===== src/rtl/led_afterglow_fader.sv =====
// -----------------------------------------------------------------------------
// led_afterglow_fader
//
// Output stage for the Knight Rider LED shift register. Each LED channel keeps
// a 3-bit intensity that jumps to full whenever its position bit is set and
// (optionally) decays one step every DECAY_DIV cycles, giving the fading tail.
// The intensity is scaled by a global 2-bit brightness level and turned into a
// registered 8-slot PWM waveform per pad.
//
// Build option:
//   FADER_TAIL_EN  defined   -> afterglow decay (prescaler + per-channel
//                               countdown) is built.
//                  undefined -> intensity is simply 7 while led_in is high and
//                               0 otherwise; DECAY_DIV has no effect.
//
// Parameters:
//   N_LEDS     number of LED channels (width of led_in / pwm_out)
//   DECAY_DIV  clock cycles per intensity decay step, 2..16383
//
// Ports:
//   clk              system clock, rising-edge active
//   reset            synchronous active-high reset
//   led_in           LED position vector (normally one-hot, any pattern legal)
//   brightness_step  single-cycle pulse, advances brightness 3->0->1->2->3
//   pwm_out          registered PWM drive, one bit per LED
//   bright_level     current global brightness level (3 = full)
// -----------------------------------------------------------------------------
module led_afterglow_fader #(
    parameter int N_LEDS    = 8,
    parameter int DECAY_DIV = 750
) (
    input  logic              clk,
    input  logic              reset,
    input  logic [N_LEDS-1:0] led_in,
    input  logic              brightness_step,
    output logic [N_LEDS-1:0] pwm_out,
    output logic [1:0]        bright_level
);

    // The prescaler is 14 bits wide, so the divider must fit in it.
    if (DECAY_DIV < 2 || DECAY_DIV > 16383) begin : g_bad_decay_div
        $error("DECAY_DIV must lie in 2..16383");
    end

    logic [2:0] r_pwm_cnt;
    logic [1:0] r_bright_level;
    logic [2:0] w_level_p1;

    // Free-running PWM slot counter; one 8-cycle window per wrap.
    always_ff @(posedge clk) begin
        if (reset) begin
            r_pwm_cnt <= 3'd0;
        end else begin
            r_pwm_cnt <= r_pwm_cnt + 3'd1;
        end
    end

    // Global brightness, wraps 3 -> 0. Reset has priority over a step pulse.
    always_ff @(posedge clk) begin
        if (reset) begin
            r_bright_level <= 2'd3;
        end else if (brightness_step) begin
            r_bright_level <= r_bright_level + 2'd1;
        end
    end

    assign bright_level = r_bright_level;

    // Scale factor is level+1 (1..4); needs 3 bits to hold 4.
    assign w_level_p1 = {1'b0, r_bright_level} + 3'd1;

`ifdef FADER_TAIL_EN
    localparam logic [13:0] PRESC_LAST = 14'(DECAY_DIV - 1);

    logic [13:0] r_presc;
    logic        w_decay_tick;

    assign w_decay_tick = (r_presc == PRESC_LAST);

    always_ff @(posedge clk) begin
        if (reset) begin
            r_presc <= 14'd0;
        end else if (w_decay_tick) begin
            r_presc <= 14'd0;
        end else begin
            r_presc <= r_presc + 14'd1;
        end
    end
`endif

    genvar gi;
    generate
        for (gi = 0; gi < N_LEDS; gi = gi + 1) begin : g_ch
            logic [2:0] r_inten;
            logic [2:0] w_eff;
            logic       r_pwm;

            always_ff @(posedge clk) begin
                if (reset) begin
                    r_inten <= 3'd0;
`ifdef FADER_TAIL_EN
                // A fresh position bit always beats a coincident decay tick.
                end else if (led_in[gi]) begin
                    r_inten <= 3'd7;
                end else if (w_decay_tick && (r_inten != 3'd0)) begin
                    r_inten <= r_inten - 3'd1;
                end
`else
                end else begin
                    r_inten <= led_in[gi] ? 3'd7 : 3'd0;
                end
`endif
            end

            // (inten * (level+1)) >> 2, truncated. Max product 28 fits in
            // the 6-bit operands, so nothing is lost before the shift.
            assign w_eff = 3'(({3'b000, r_inten} * {3'b000, w_level_p1}) >> 2);

            // eff==7 is forced to full duty; otherwise eff slots out of 8.
            always_ff @(posedge clk) begin
                if (reset) begin
                    r_pwm <= 1'b0;
                end else begin
                    r_pwm <= (w_eff == 3'd7) | (r_pwm_cnt < w_eff);
                end
            end

            assign pwm_out[gi] = r_pwm;
        end
    endgenerate

endmodule


===== config.mk =====
export PLATFORM = sky130hd
export DESIGN_NAME = led_afterglow_fader
export DESIGN_NICKNAME = d
export VERILOG_FILES = /design/src/rtl/led_afterglow_fader.sv
export SDC_FILE = /design/constraint.sdc
export NUM_CORES = 1
export LEC_CHECK = 0
export CORE_MARGIN = 5
export CORE_UTILIZATION = 40
export CTS_CLUSTER_DIAMETER = 120
export CTS_CLUSTER_SIZE = 25
export DETAILED_ROUTE_END_ITERATION = 8
export MAX_ROUTING_LAYER = met4
export PLACE_DENSITY_LB_ADDON = 0.1
export SLEW_MARGIN = 10
export SYNTH_ARGS = -nofsm -noshare
export SYNTH_HDL_FRONTEND = slang
export SYNTH_SLANG_ARGS = --single-unit

===== constraint.sdc =====
create_clock -name clk -period 6.1 [get_ports clk]
set_input_delay 0.915 -clock clk [delete_from_list [all_inputs] [get_ports clk]]
set_output_delay 0.915 -clock clk [all_outputs]
set_load 0.1 [all_outputs]

==> results.env, run 1 <==
CLK_PIN_SLEW_WORST_PATHS_PS=90
GRT_SETUP_UNREPAIRED='false'
CRITICAL_PATH_BUF_INV_COUNT=2
BUSIEST_LAYER='met2'
LAYOUT_COMMONEST_CELL='sky130_fd_sc_hd__inv_1'
HOLD_VIOL_FINAL=0
TIMING.FINAL.MAX_SLEW_VIOLATIONS=0
WL_PER_CELL_UM=11.1
TIMING.HOLD.WORST.CLASS='reg2reg'
HPWLAFTERDP_UM=2830
SYNTH_MUX_AREA_SHARE_PCT=0
TIMING.HOLD.WORST_ENDPOINT='bright_level[1]$_SDFFE_PP1P_'
CRIT_PATH_START_KIND='flip-flop'
WIRE_LENGTH_REPORTED_BY_THE_DETAILED_ROUTER_UM=3640
MOSTFREQUENTLAYOUTCELLS='sky130_fd_sc_hd__inv_1, sky130_fd_sc_hd__ha_1, sky130_fd_sc_hd__fa_1'
WORST_EP_REQUIRED_TIME_PS=6290
POWER.SWITCHING_FRACTION_PCT=46.3
PLACEMENTROWS=27
LAST_WEIGHTED_CONGESTION_VALUE_OF_THE_ROUTABILITY_DRIVEN_PLACER=0.739
CTS.SINKS=21
PWR_DENSITY_CELL_mW_PER_MM2=217
PIN_COUNT_OF_THE_BIGGEST_NET_ENTERING_GLOBAL_ROUTING=22
SYNTH-SEQ-AREA-SHARE_PCT=18.4
DRV.MAX_CAP_VIOLATION_COUNT=0
AREA_DELTA_SYNTH_FINAL_PCT=11.1
YOSYS_REGISTER_BITS=21
FP.DIEH_UM=85.6
MAPPEDNETLISTNETS=313
POST_CTS_RESIZE_COUNT=0
GROUTE.LAYER.MET1.USAGE_PCT=14.9
DRTPASS1ITERATIONS=4
CRITPATHTOPFAMILY='adder cells'
CLKPWRFRAC_PCT=18.2
INTERNAL_POWER_mW=0.295
TIMING_WORST_SETUP_PATH_TYPE='reg2reg'
CLOCKROOTBUFFER='sky130_fd_sc_hd__clkbuf_8'
CP_MAX_FO=19
SLEW_HEADROOM_PCT=34.8
YOSYS.AREA_SHARE.ADDER_PCT=39.6
HP-START='bright_level[1]$_SDFFE_PP1P_'
POWER.SWITCHING_mW=0.255
DIODES=0
FINAL_CORE_UTIL_PCT=45.8
FINAL.SETUP.TNS_PS=0
SETUP_VIOL_COUNT_FINAL=0
FINALNONFILLERCELLS=327
TIMING.CRITICAL_PATH.MODE_CELL='sky130_fd_sc_hd__ha_1'
FLOORPLAN.DIE_AREA_MM2=0.00732
CTS_TREE='yes'
TOTAL_NUMBER_OF_VIAS=1454
DP_CELLS=323
GRT-OVFL-TOTAL=0
CRITICAL_PATH.REG2REG.STARTPOINT='bright_level[0]$_SDFFE_PP1P_'
POWER_FRAC_COMB_PCT=51.1
GLOBALROUTEMET2UTIL_PCT=20.1
DOMINANT_COMBINATIONAL_CELL_FAMILY_BY_AREA_AFTER_SYNTHESIS='adder cells'
LEVEL_COUNT_OF_THE_CLOCK_H_TREE=1
FP.DIEW_UM=85.6
FINISH.INSTANCE_AREA_MM2=0.00254
EFFECTIVE_UTILIZATION_AT_FLOORPLAN_PCT=41.2
PWR-SHARE-SEQ_PCT=30.7
GRT.TOTAL_USAGE_PCT=12.0
CTS_BUFFER_DEPTH=2
POSTSYNTHCELLCOUNT=244
DRT_DRC_VIOLATIONS_LEFT=0
YOSYS.AREA_SHARE.XOR_XNOR_PCT=3.83
OUTCOME='complete, no violations'
PORT_BUFFERS=20
FILLER_CELL_COUNT=553
GRT_PASS1_WL_UM=6950
FINAL.PERIOD_UTILIZATION_PCT=57.5
FIN_CRIT_PS=3510
WORSTREG2REGEND='g_ch[2].r_pwm$_SDFF_PP0_'
MIN_DELAY_PATH_DEPTH=2
TIGHTESTPINTRANSITION_PS=975
USE_MET3_PCT=2.21
BOUNDARYPINS=21
ANTENNA_VIOLATIONS_BEFORE_REPAIR=0
WORSTSETUPENDPOINTTYPE='flip-flop'
HOLDBUFCOUNTCTS=0
CRITICAL-PATH-SLOWEST-CELL='sky130_fd_sc_hd__dfxtp_1'
COREAREA_MM2=0.00554
HOLD_WS_PS=609
CELLLEAKAGEPOWER_nW=1.40
PLACED_CELL_AREA_MM2=0.00249
POST_SYNTH.CELL_AREA_AVG_UM2=9.36
MAX_FREQ_GHz=0.285
SYNTH_COMPOUND_AREA_SHARE_PCT=5.64
NETLIST_AREA_MM2=0.00228
YOSYS.CELL_TYPES.COUNT=16
GRT_PASS1_VIAS=1588
CTS_POST_SETUP_BUFFERS_INSERTED=0
DR.FIRST_ITER.DRC_COUNT=18
SYNTH-SIMPLE-AREA-SHARE_PCT=20.9
TIMING.REG2REG.WORST_PATH_DEPTH=12
ANT_NETS=0
REG2REG_SETUP_SLACK_PS=2590
DRT-VIAS-PER-INSTANCE=4.45
DRIVE_GT1_SHARE_PCT=4.71
ARRIVAL_WORST_ENDPOINT_PS=3700
IR_WORST_VDD_mV=0.137
FINISH.NET_COUNT=325
YS.WARNINGS.COUNT=0
INSERTION_DELAY_PS=270
SLOWEST_DELAY_PS=720
CTS-BUFFERS-INSERTED=3
CRITICAL_PATH.CELL_CHAIN='ha_1 > nand2_1 > inv_1 > fa_1 > inv_1 > ha_1 > fa_1 > xnor2_1 > ha_1 > a21oi_1 > o21ai_0 > a21oi_1'
FINAL.SETUP_SKEW_PS=8.11
## routing by layer
layer	vias up	wire [um]
met3	2	106
met1	682	1790
met2	14	1720
met4	0	25
li1	756	-
met5	-	0
## synth_stat cells
master | count | area, um2
sky130_fd_sc_hd__xnor2_1 | 10 | 87.6
sky130_fd_sc_hd__o21ai_0 | 8 | 40.0
sky130_fd_sc_hd__inv_1 | 48 | 180
sky130_fd_sc_hd__nand3b_4 | 8 | 160
sky130_fd_sc_hd__a21oi_1 | 16 | 80.1
sky130_fd_sc_hd__ha_1 | 34 | 425
sky130_fd_sc_hd__dfxtp_1 | 21 | 420
sky130_fd_sc_hd__nand2_1 | 16 | 60.1
sky130_fd_sc_hd__and2_1 | 8 | 50.1
sky130_fd_sc_hd__nor2_1 | 10 | 37.5
sky130_fd_sc_hd__buf_4 | 8 | 60.1
sky130_fd_sc_hd__fa_1 | 24 | 480
sky130_fd_sc_hd__a211o_1 | 1 | 8.76
sky130_fd_sc_hd__nor2b_1 | 18 | 113
sky130_fd_sc_hd__buf_2 | 5 | 25.0
sky130_fd_sc_hd__nand2b_1 | 9 | 56.3
## tightest hold or removal path, cell delays in order, from the launching register on
cell,delay [ps]
sky130_fd_sc_hd__dfxtp_1,350
sky130_fd_sc_hd__nor2b_1,140
sky130_fd_sc_hd__a211o_1,100
## how the worst max path moves through the flow
stage,startpoint,to,slack [ps],cells after the start
6_report,bright_level[0]$_SDFFE_PP1P_,g_ch[2].r_pwm$_SDFF_PP0_,2590,12
5_1_grt,bright_level[0]$_SDFFE_PP1P_,g_ch[6].r_pwm$_SDFF_PP0_,2210,12
4_1_cts,bright_level[0]$_SDFFE_PP1P_,g_ch[2].r_pwm$_SDFF_PP0_,2540,12
3_5_place_dp,bright_level[0]$_SDFFE_PP1P_,g_ch[2].r_pwm$_SDFF_PP0_,2570,12
3_3_place_gp,bright_level[0]$_SDFFE_PP1P_,g_ch[1].r_pwm$_SDFF_PP0_,2670,12
2_1_floorplan,bright_level[1]$_SDFFE_PP1P_,g_ch[3].r_pwm$_SDFF_PP0_,2500,13
## cell type report
cell class	count	area (um2)	share of cell area (%)
clock inverters	1	7.51	0.296
repair buffers	20	200	7.89
multi-input cells	162	1600	63.0
flip-flops and latches	21	420	16.6
inverters	48	180	7.10
well taps	72	90.1	3.55
clock buffers	3	41.3	1.63
## through the flow
step / setup slack, ps / total power, mW
after floorplan: 2500 / 0.415
after global placement: 2670 / 0.455
after detailed placement: 2570 / 0.458
after CTS: 2540 / 0.560
after global routing: 2210 / 0.600
final: 2590 / 0.550
## sequential cells by signal, summed over array words and instances (netlist names)
signal,flops
bright_level,2
g_ch.r_inten,8
g_ch.r_pwm,8
r_pwm_cnt,3
## cell families (layout without fill, tap and decap cells)
logic type      after synthesis  in the layout
compound gates               25             25
xor+xnor                     10             10
fa+ha+maj                    58             58
buf+inv                      61             72
flops                        21             21
simple gates                 69             69
## power groups by stage
stage                     clock network, mW  logic (mW)  registers, mW
after floorplan                           0       0.240          0.175
after global placement                    0       0.282          0.173
after detailed placement                  0       0.285          0.173
after CTS                             0.105       0.286          0.170
after global routing                  0.113       0.314          0.172
final                                 0.100       0.281          0.169
Note: power is estimated with default switching activity, not from simulation.
==> run 2: changes to the inputs <==
clock period = 2.8 ns   (was 6.1 ns; I/O delays follow)
==> run 2 against run 1 <==
  * The run now ends with setup timing left
  * Wire length up 12%
  * Sequential share of layout area down 2.7 points
  * Global-route usage up 0.60 points
  * Power up 150%
  * Largest cell class unchanged
  * Largest power group unchanged
  * Highest routed layer unchanged
==> results.env, run 2 (synthesis gave the netlist of run 1 again) <==
MOSTFREQUENTLAYOUTCELLS='sky130_fd_sc_hd__buf_4, sky130_fd_sc_hd__inv_1, sky130_fd_sc_hd__ha_1'
BOUNDARYPINS=21  # unchanged
WORSTSETUPENDPOINTTYPE='flip-flop'
CRIT_PATH_START_KIND='flip-flop'
MIN_DELAY_PATH_DEPTH=1  # -1
TIMING.REG2REG.WORST_PATH_DEPTH=13  # +1
DR.FIRST_ITER.DRC_COUNT=46  # +28
SETUP_SLACK_PS=-23.2  # -2610 ps
EFFECTIVE_UTILIZATION_AT_FLOORPLAN_PCT=41.2  # unchanged
PIN_COUNT_OF_THE_BIGGEST_NET_ENTERING_GLOBAL_ROUTING=16  # -27%
TIMING.HOLD.WORST_ENDPOINT='r_pwm_cnt[0]$_SDFF_PP0_'
WORSTREG2REGEND='g_ch[5].r_pwm$_SDFF_PP0_'
FIN_CRIT_PS=2820  # -685 ps
SETUP_VIOL_COUNT_FINAL=1  # +1
REG2REG_SETUP_SLACK_PS=-20  # -2610 ps
FLOORPLAN.DIE_AREA_MM2=0.00732  # unchanged
CTS-BUFFERS-INSERTED=3  # unchanged
DRTPASS1ITERATIONS=4  # unchanged
WORST_EP_REQUIRED_TIME_PS=3010  # -3280 ps
GRT_PASS1_VIAS=1564  # -1.5%
FINALNONFILLERCELLS=370  # +13%
TIMING_WORST_SETUP_PATH_TYPE='reg2reg'
HOLD_VIOL_FINAL=0  # unchanged
FINISH.NET_COUNT=368  # +13%
TOTAL_NUMBER_OF_VIAS=1594  # +9.6%
DIODES=0  # unchanged
TIMING.FINAL.MAX_SLEW_VIOLATIONS=0  # unchanged
WL_PER_CELL_UM=11.0  # -1.1%
MAX_FREQ_GHz=0.354  # +24%
DP_CELLS=357  # +11%
GRT_PASS1_WL_UM=7060  # +1.6%
CP_MAX_FO=6  # -13
VIOLATIONS='setup timing'
DRIVE_GT1_SHARE_PCT=38.3  # +34 points
TIMING.HOLD.WORST.CLASS='reg2reg'
CTS.SINKS=21  # unchanged
LAST_WEIGHTED_CONGESTION_VALUE_OF_THE_ROUTABILITY_DRIVEN_PLACER=0.791  # +7.0%
ANT_NETS=0  # unchanged
TIMING.CRITICAL_PATH.MODE_CELL='sky130_fd_sc_hd__a21oi_1'
LEVEL_COUNT_OF_THE_CLOCK_H_TREE=1  # unchanged
INSERTION_DELAY_PS=270  # about the same
GRT_SETUP_UNREPAIRED='true'
PWR_DENSITY_CELL_mW_PER_MM2=444  # +100%
DRT_DRC_VIOLATIONS_LEFT=0  # unchanged
LAYOUT_COMMONEST_CELL='sky130_fd_sc_hd__buf_4'
IR_WORST_VDD_mV=0.238  # +74%
GRT-OVFL-TOTAL=0  # unchanged
PLACEMENTROWS=27  # unchanged
CTS_TREE='yes'
TIGHTESTPINTRANSITION_PS=518  # -458 ps
HPWLAFTERDP_UM=3170  # +12%
OUTCOME='finished, violations left'
GRT.TOTAL_USAGE_PCT=12.6  # +0.60 points
CRITICAL-PATH-SLOWEST-CELL='sky130_fd_sc_hd__fa_1'
HOLDBUFCOUNTCTS=0  # unchanged
LARGESTREGISTERS='g_ch.r_inten: 8 flops, g_ch.r_pwm: 8 flops, r_pwm_cnt: 3 flops'
PORT_BUFFERS=20  # unchanged
HP-START='r_pwm_cnt[0]$_SDFF_PP0_'
CTS_BUFFER_DEPTH=2  # unchanged
AREA_DELTA_SYNTH_FINAL_PCT=34.7
WIRE_LENGTH_REPORTED_BY_THE_DETAILED_ROUTER_UM=4070  # +12%
ARRIVAL_WORST_ENDPOINT_PS=3030  # -670 ps
CRITICAL_PATH.CELL_CHAIN='ha_4 > buf_8 > nand2_8 > inv_2 > fa_1 > inv_1 > ha_2 > fa_2 > xnor2_2 > ha_1 > a21oi_1 > o21ai_1 > a21oi_1'
DRV.MAX_CAP_VIOLATION_COUNT=0  # unchanged
FINAL.PERIOD_UTILIZATION_PCT=101  # +43 points
COREAREA_MM2=0.00554  # unchanged
ANTENNA_VIOLATIONS_BEFORE_REPAIR=0  # unchanged
SLOWEST_DELAY_PS=470  # -250 ps
FP.DIEH_UM=85.6  # unchanged
CELLLEAKAGEPOWER_nW=1.65  # +18%
DRT-VIAS-PER-INSTANCE=4.31  # -3.1%
CLOCKROOTBUFFER='sky130_fd_sc_hd__clkbuf_8'
CRITICAL_PATH.REG2REG.STARTPOINT='bright_level[1]$_SDFFE_PP1P_'
HOLD_WS_PS=649  # +40.3 ps
SLEW_HEADROOM_PCT=65.4  # +31 points
FINAL.SETUP.TNS_PS=-23.2  # -23.2 ps
CLK_PIN_SLEW_WORST_PATHS_PS=90  # about the same
FP.DIEW_UM=85.6  # unchanged
FINAL.SETUP_SKEW_PS=5.86  # -2.25 ps
==> run 2: cell type report <==
| type | instances | area, um2 |
|---|---|---|
| repair buffers | 63 | 518 |
| multi-input cells | 162 | 1820 |
| clock buffers | 4 | 45.0 |
| flip-flops and latches | 21 | 428 |
| fillers | 540 | 2460 |
| well taps | 72 | 90.1 |
| inverters | 48 | 180 |
==> run 2: worst max-delay path by stage <==
stage | depth (start not counted) | startpoint | end | slack [ps]
3_3_place_gp | 12 | bright_level[1]$_SDFFE_PP1P_ | g_ch[0].r_pwm$_SDFF_PP0_ | -20
5_1_grt | 13 | bright_level[1]$_SDFFE_PP1P_ | g_ch[3].r_pwm$_SDFF_PP0_ | -140
4_1_cts | 12 | bright_level[0]$_SDFFE_PP1P_ | g_ch[3].r_pwm$_SDFF_PP0_ | -20
2_1_floorplan | 13 | bright_level[1]$_SDFFE_PP1P_ | g_ch[0].r_pwm$_SDFF_PP0_ | -150
3_5_place_dp | 12 | bright_level[1]$_SDFFE_PP1P_ | g_ch[6].r_pwm$_SDFF_PP0_ | -50
6_report | 13 | bright_level[1]$_SDFFE_PP1P_ | g_ch[5].r_pwm$_SDFF_PP0_ | -20
==> run 2: layer usage <==
metal  global-route usage, %  vias up  part of all wire, %
met5                       -        -                    0
met1                    16.1      737                   47
met3                    2.11        6                  3.3
met4                    3.88        0                  1.8
met2                    20.5       17                   48
li1                        -      834                    -
==> run 2: per-stage QoR <==
stage / utilization [%] / worst slack [ps] / power, mW / area (um2)
3_5_place_dp: 51.5 / -47.5 / 1.11 / 2850
2_1_floorplan: - / -151 / 0.966 / 2430
4_1_cts: 53.3 / -17.5 / 1.34 / 2950
3_3_place_gp: 51.5 / -16.0 / 1.10 / 2850
5_1_grt: 55.6 / -142 / 1.48 / 3080
6_report: 55.6 / -23.2 / 1.37 / 3080
==> run 2: what timing repair did <==
item	in CTS	in global routing
endpoints found under the setup margin	8	8
pin swaps	2	39
buffers inserted	0	9
resized for setup	8	11
==> run 2: power by group <==
group	switching, mW	internal [mW]
sequential	0.0315	0.337
clock	0.113	0.102
combinational	0.465	0.318
==> run 2: critical path: cells and delay by family, from the launching register on <==
family / cells / cell delay [ps]
AO/OA/AOI/OAI: 3 / 360
buffers and inverters: 3 / 230
flip-flops: 1 / 360
XOR/XNOR: 1 / 160
adder cells (fa/ha/maj): 5 / 1600
AND/OR/NAND/NOR: 1 / 50
==> run 3: changes to the inputs <==
CAP_MARGIN = 20   (was not set)
DONT_BUFFER_PORTS = 1   (was not set)
==> run 3 against run 2 <==
  * Combinational power decreased by 30%
  * Sequential power increased by 52%
  * Clock skew decreased by 2.3 ps
  * Global-route usage increased by 0.059 points
  * Wire length decreased by 0.47%
  * Non-clock buffer count decreased by 23
  * Highest routed layer unchanged
  * Critical path type unchanged
  * Worst setup slack improved by 38 ps
  * Via count decreased by 5.8%
  * Worst hold slack got worse by 440 ps
  * The flow now finishes without violations
  * Clock power decreased by 2%
==> results.env, run 3 (synthesis gave the netlist of run 1 again) <==
ANT_NETS=0  # unchanged
CRITICAL_PATH.REG2REG.STARTPOINT='bright_level[1]$_SDFFE_PP1P_'
HPWLAFTERDP_UM=3060  # -3.6%
FINAL.PERIOD_UTILIZATION_PCT=99.5  # -1.4 points
TIMING.HOLD.WORST.CLASS='in2reg'
FP.DIEW_UM=85.6  # unchanged
FLOORPLAN.DIE_AREA_MM2=0.00732  # unchanged
SETUP_VIOL_COUNT_FINAL=0  # -1
OUTCOME='complete, no violations'
DRV.MAX_CAP_VIOLATION_COUNT=0  # unchanged
TIMING.FINAL.MAX_SLEW_VIOLATIONS=0  # unchanged
DR.FIRST_ITER.DRC_COUNT=31  # -33%
PWR_DENSITY_CELL_mW_PER_MM2=455  # +2.4%
DIODES=0  # unchanged
WL_PER_CELL_UM=11.7  # +6.1%
SLEW_HEADROOM_PCT=37.1  # -28 points
AREA_DELTA_SYNTH_FINAL_PCT=26.8
TIMING_WORST_SETUP_PATH_TYPE='reg2reg'
PORT_BUFFERS=0  # -100%
PIN_COUNT_OF_THE_BIGGEST_NET_ENTERING_GLOBAL_ROUTING=22  # +6
CP_MAX_FO=6  # unchanged
CTS_BUFFER_DEPTH=2  # unchanged
HOLD_VIOL_FINAL=0  # unchanged
DRT-VIAS-PER-INSTANCE=4.33  # +0.41%
INSERTION_DELAY_PS=260  # about the same
FINAL_CORE_UTIL_PCT=52.3  # -3.3 points
IR_WORST_VDD_mV=0.274  # +15%
CTS-BUFFERS-INSERTED=3  # unchanged
FP.DIEH_UM=85.6  # unchanged
GRT_PASS1_WL_UM=7180  # +1.8%
CELLLEAKAGEPOWER_nW=1.54  # -6.5%
MIN_DELAY_PATH_DEPTH=1  # unchanged
FINISH.NET_COUNT=345  # -6.3%
GRT.TOTAL_USAGE_PCT=12.7  # +0.059 points
WORSTSETUPENDPOINTTYPE='flip-flop'
CTS_TREE='yes'
WIRE_LENGTH_REPORTED_BY_THE_DETAILED_ROUTER_UM=4050  # -0.47%
TIGHTESTPINTRANSITION_PS=942  # +424 ps
LARGESTREGISTERS='g_ch.r_inten: 8 flops, g_ch.r_pwm: 8 flops, r_pwm_cnt: 3 flops'
GRT-OVFL-TOTAL=0  # unchanged
CTS.SINKS=21  # unchanged
DRTPASS1ITERATIONS=4  # unchanged
CRIT_PATH_START_KIND='flip-flop'
CLK_PIN_SLEW_WORST_PATHS_PS=90  # about the same
TIMING.REG2REG.WORST_PATH_DEPTH=13  # unchanged
ARRIVAL_WORST_ENDPOINT_PS=2980  # -50 ps
LEVEL_COUNT_OF_THE_CLOCK_H_TREE=1  # unchanged
COREAREA_MM2=0.00554  # unchanged
FINAL.SETUP_SKEW_PS=3.60  # -2.25 ps
PLACED_CELL_AREA_MM2=0.00265  # -7.2%
REG2REG_SETUP_SLACK_PS=10  # +40 ps
ANTENNA_VIOLATIONS_BEFORE_REPAIR=0  # unchanged
FIN_CRIT_PS=2790  # -37.8 ps
TOTAL_NUMBER_OF_VIAS=1501  # -5.8%
LAST_WEIGHTED_CONGESTION_VALUE_OF_THE_ROUTABILITY_DRIVEN_PLACER=0.716  # -9.5%
BOUNDARYPINS=21  # unchanged
DRT_DRC_VIOLATIONS_LEFT=0  # unchanged
DRIVE_GT1_SHARE_PCT=38.5  # +0.29 points
MOSTFREQUENTLAYOUTCELLS='sky130_fd_sc_hd__inv_1, sky130_fd_sc_hd__buf_4, sky130_fd_sc_hd__ha_1'
HOLDBUFCOUNTCTS=0  # unchanged
GRT_SETUP_UNREPAIRED='true'
PLACEMENTROWS=27  # unchanged
WORST_EP_REQUIRED_TIME_PS=3000  # about the same
WORSTREG2REGEND='g_ch[3].r_pwm$_SDFF_PP0_'
MAX_FREQ_GHz=0.359  # +1.4%
GRT_PASS1_VIAS=1583  # +1.2%
FINISH.INSTANCE_AREA_MM2=0.00290  # -5.9%
HP-START='reset'
CLOCKROOTBUFFER='sky130_fd_sc_hd__clkbuf_8'
EFFECTIVE_UTILIZATION_AT_FLOORPLAN_PCT=41.2  # unchanged
TIMING.HOLD.WORST_ENDPOINT='g_ch[5].r_pwm$_SDFF_PP0_'
==> run 3: changes by cell type in the layout (fill, tap and decap cells not counted), sizes merged <==
cell           change
clkdlybuf4s50     -10
buf               -13
==> run 3: worst max-delay path by stage <==
stage,slack (ps),startpoint,to,depth (start not counted)
final,10,bright_level[1]$_SDFFE_PP1P_,g_ch[3].r_pwm$_SDFF_PP0_,13
after global routing,-110,bright_level[1]$_SDFFE_PP1P_,g_ch[0].r_pwm$_SDFF_PP0_,13
after CTS,-5,bright_level[0]$_SDFFE_PP1P_,g_ch[1].r_pwm$_SDFF_PP0_,11
after detailed placement,-90,bright_level[1]$_SDFFE_PP1P_,g_ch[1].r_pwm$_SDFF_PP0_,12
after global placement,-7,bright_level[1]$_SDFFE_PP1P_,g_ch[0].r_pwm$_SDFF_PP0_,12
after floorplan,-150,bright_level[1]$_SDFFE_PP1P_,g_ch[0].r_pwm$_SDFF_PP0_,13
==> run 3: per-layer routing <==
layer | wire length, um | vias up | GRT usage [%] | share of wire [%]
met5 | 0 | - | - | 0
met4 | 55 | 0 | 3.88 | 1.4
met3 | 106 | 4 | 2.02 | 2.6
met2 | 1890 | 14 | 19.9 | 47
met1 | 2000 | 689 | 16.8 | 49
li1 | - | 794 | - | -
==> run 3: final cells by class <==
type | count | area, um2
inverters | 48 | 185
fillers | 525 | 2640
clock buffers | 4 | 45.0
multi-input cells | 162 | 1840
well taps | 72 | 90.1
flip-flops and latches | 21 | 428
repair buffers | 40 | 308
==> run 3: power by group <==
| group | internal, mW | switching, mW |
|---|---|---|
| clock network | 0.102 | 0.109 |
| registers | 0.337 | 0.221 |
| logic | 0.276 | 0.272 |
==> run 3: critical path, stage by stage, from the launching register on <==
cell                      delay, ps
sky130_fd_sc_hd__dfxtp_4        360
sky130_fd_sc_hd__ha_4           260
sky130_fd_sc_hd__buf_8          150
sky130_fd_sc_hd__nand2_8         60
sky130_fd_sc_hd__inv_4           30
sky130_fd_sc_hd__fa_1           490
sky130_fd_sc_hd__inv_1           50
sky130_fd_sc_hd__ha_2           180
sky130_fd_sc_hd__fa_2           350
sky130_fd_sc_hd__xnor2_2        150
sky130_fd_sc_hd__ha_1           310
sky130_fd_sc_hd__a21oi_1        120
sky130_fd_sc_hd__o21ai_1         70
sky130_fd_sc_hd__a21oi_1        130
==> run 3: stage by stage <==
stage          setup TNS, ps  worst slack [ps]  hold WS (ps)  power [mW]  instances
6_report                   0              14.6           206        1.32        347
5_1_grt                 -648              -112           187        1.42        347
4_1_cts                -4.52             -4.52           199        1.30        343
3_5_place_dp           -88.4             -88.4           493        1.04        333
3_3_place_gp           -11.2             -7.20           491        1.04        333
2_1_floorplan          -1200              -151           492       0.966        244
==> run 3: repair_timing <==
action                                  4_1_cts  5_1_grt
endpoints found under the setup margin        7        8
pin swaps                                    13       27
buffers inserted                              6        4
cloned                                        0        0
resized for setup                            12       14
hold endpoints to repair                      0        0
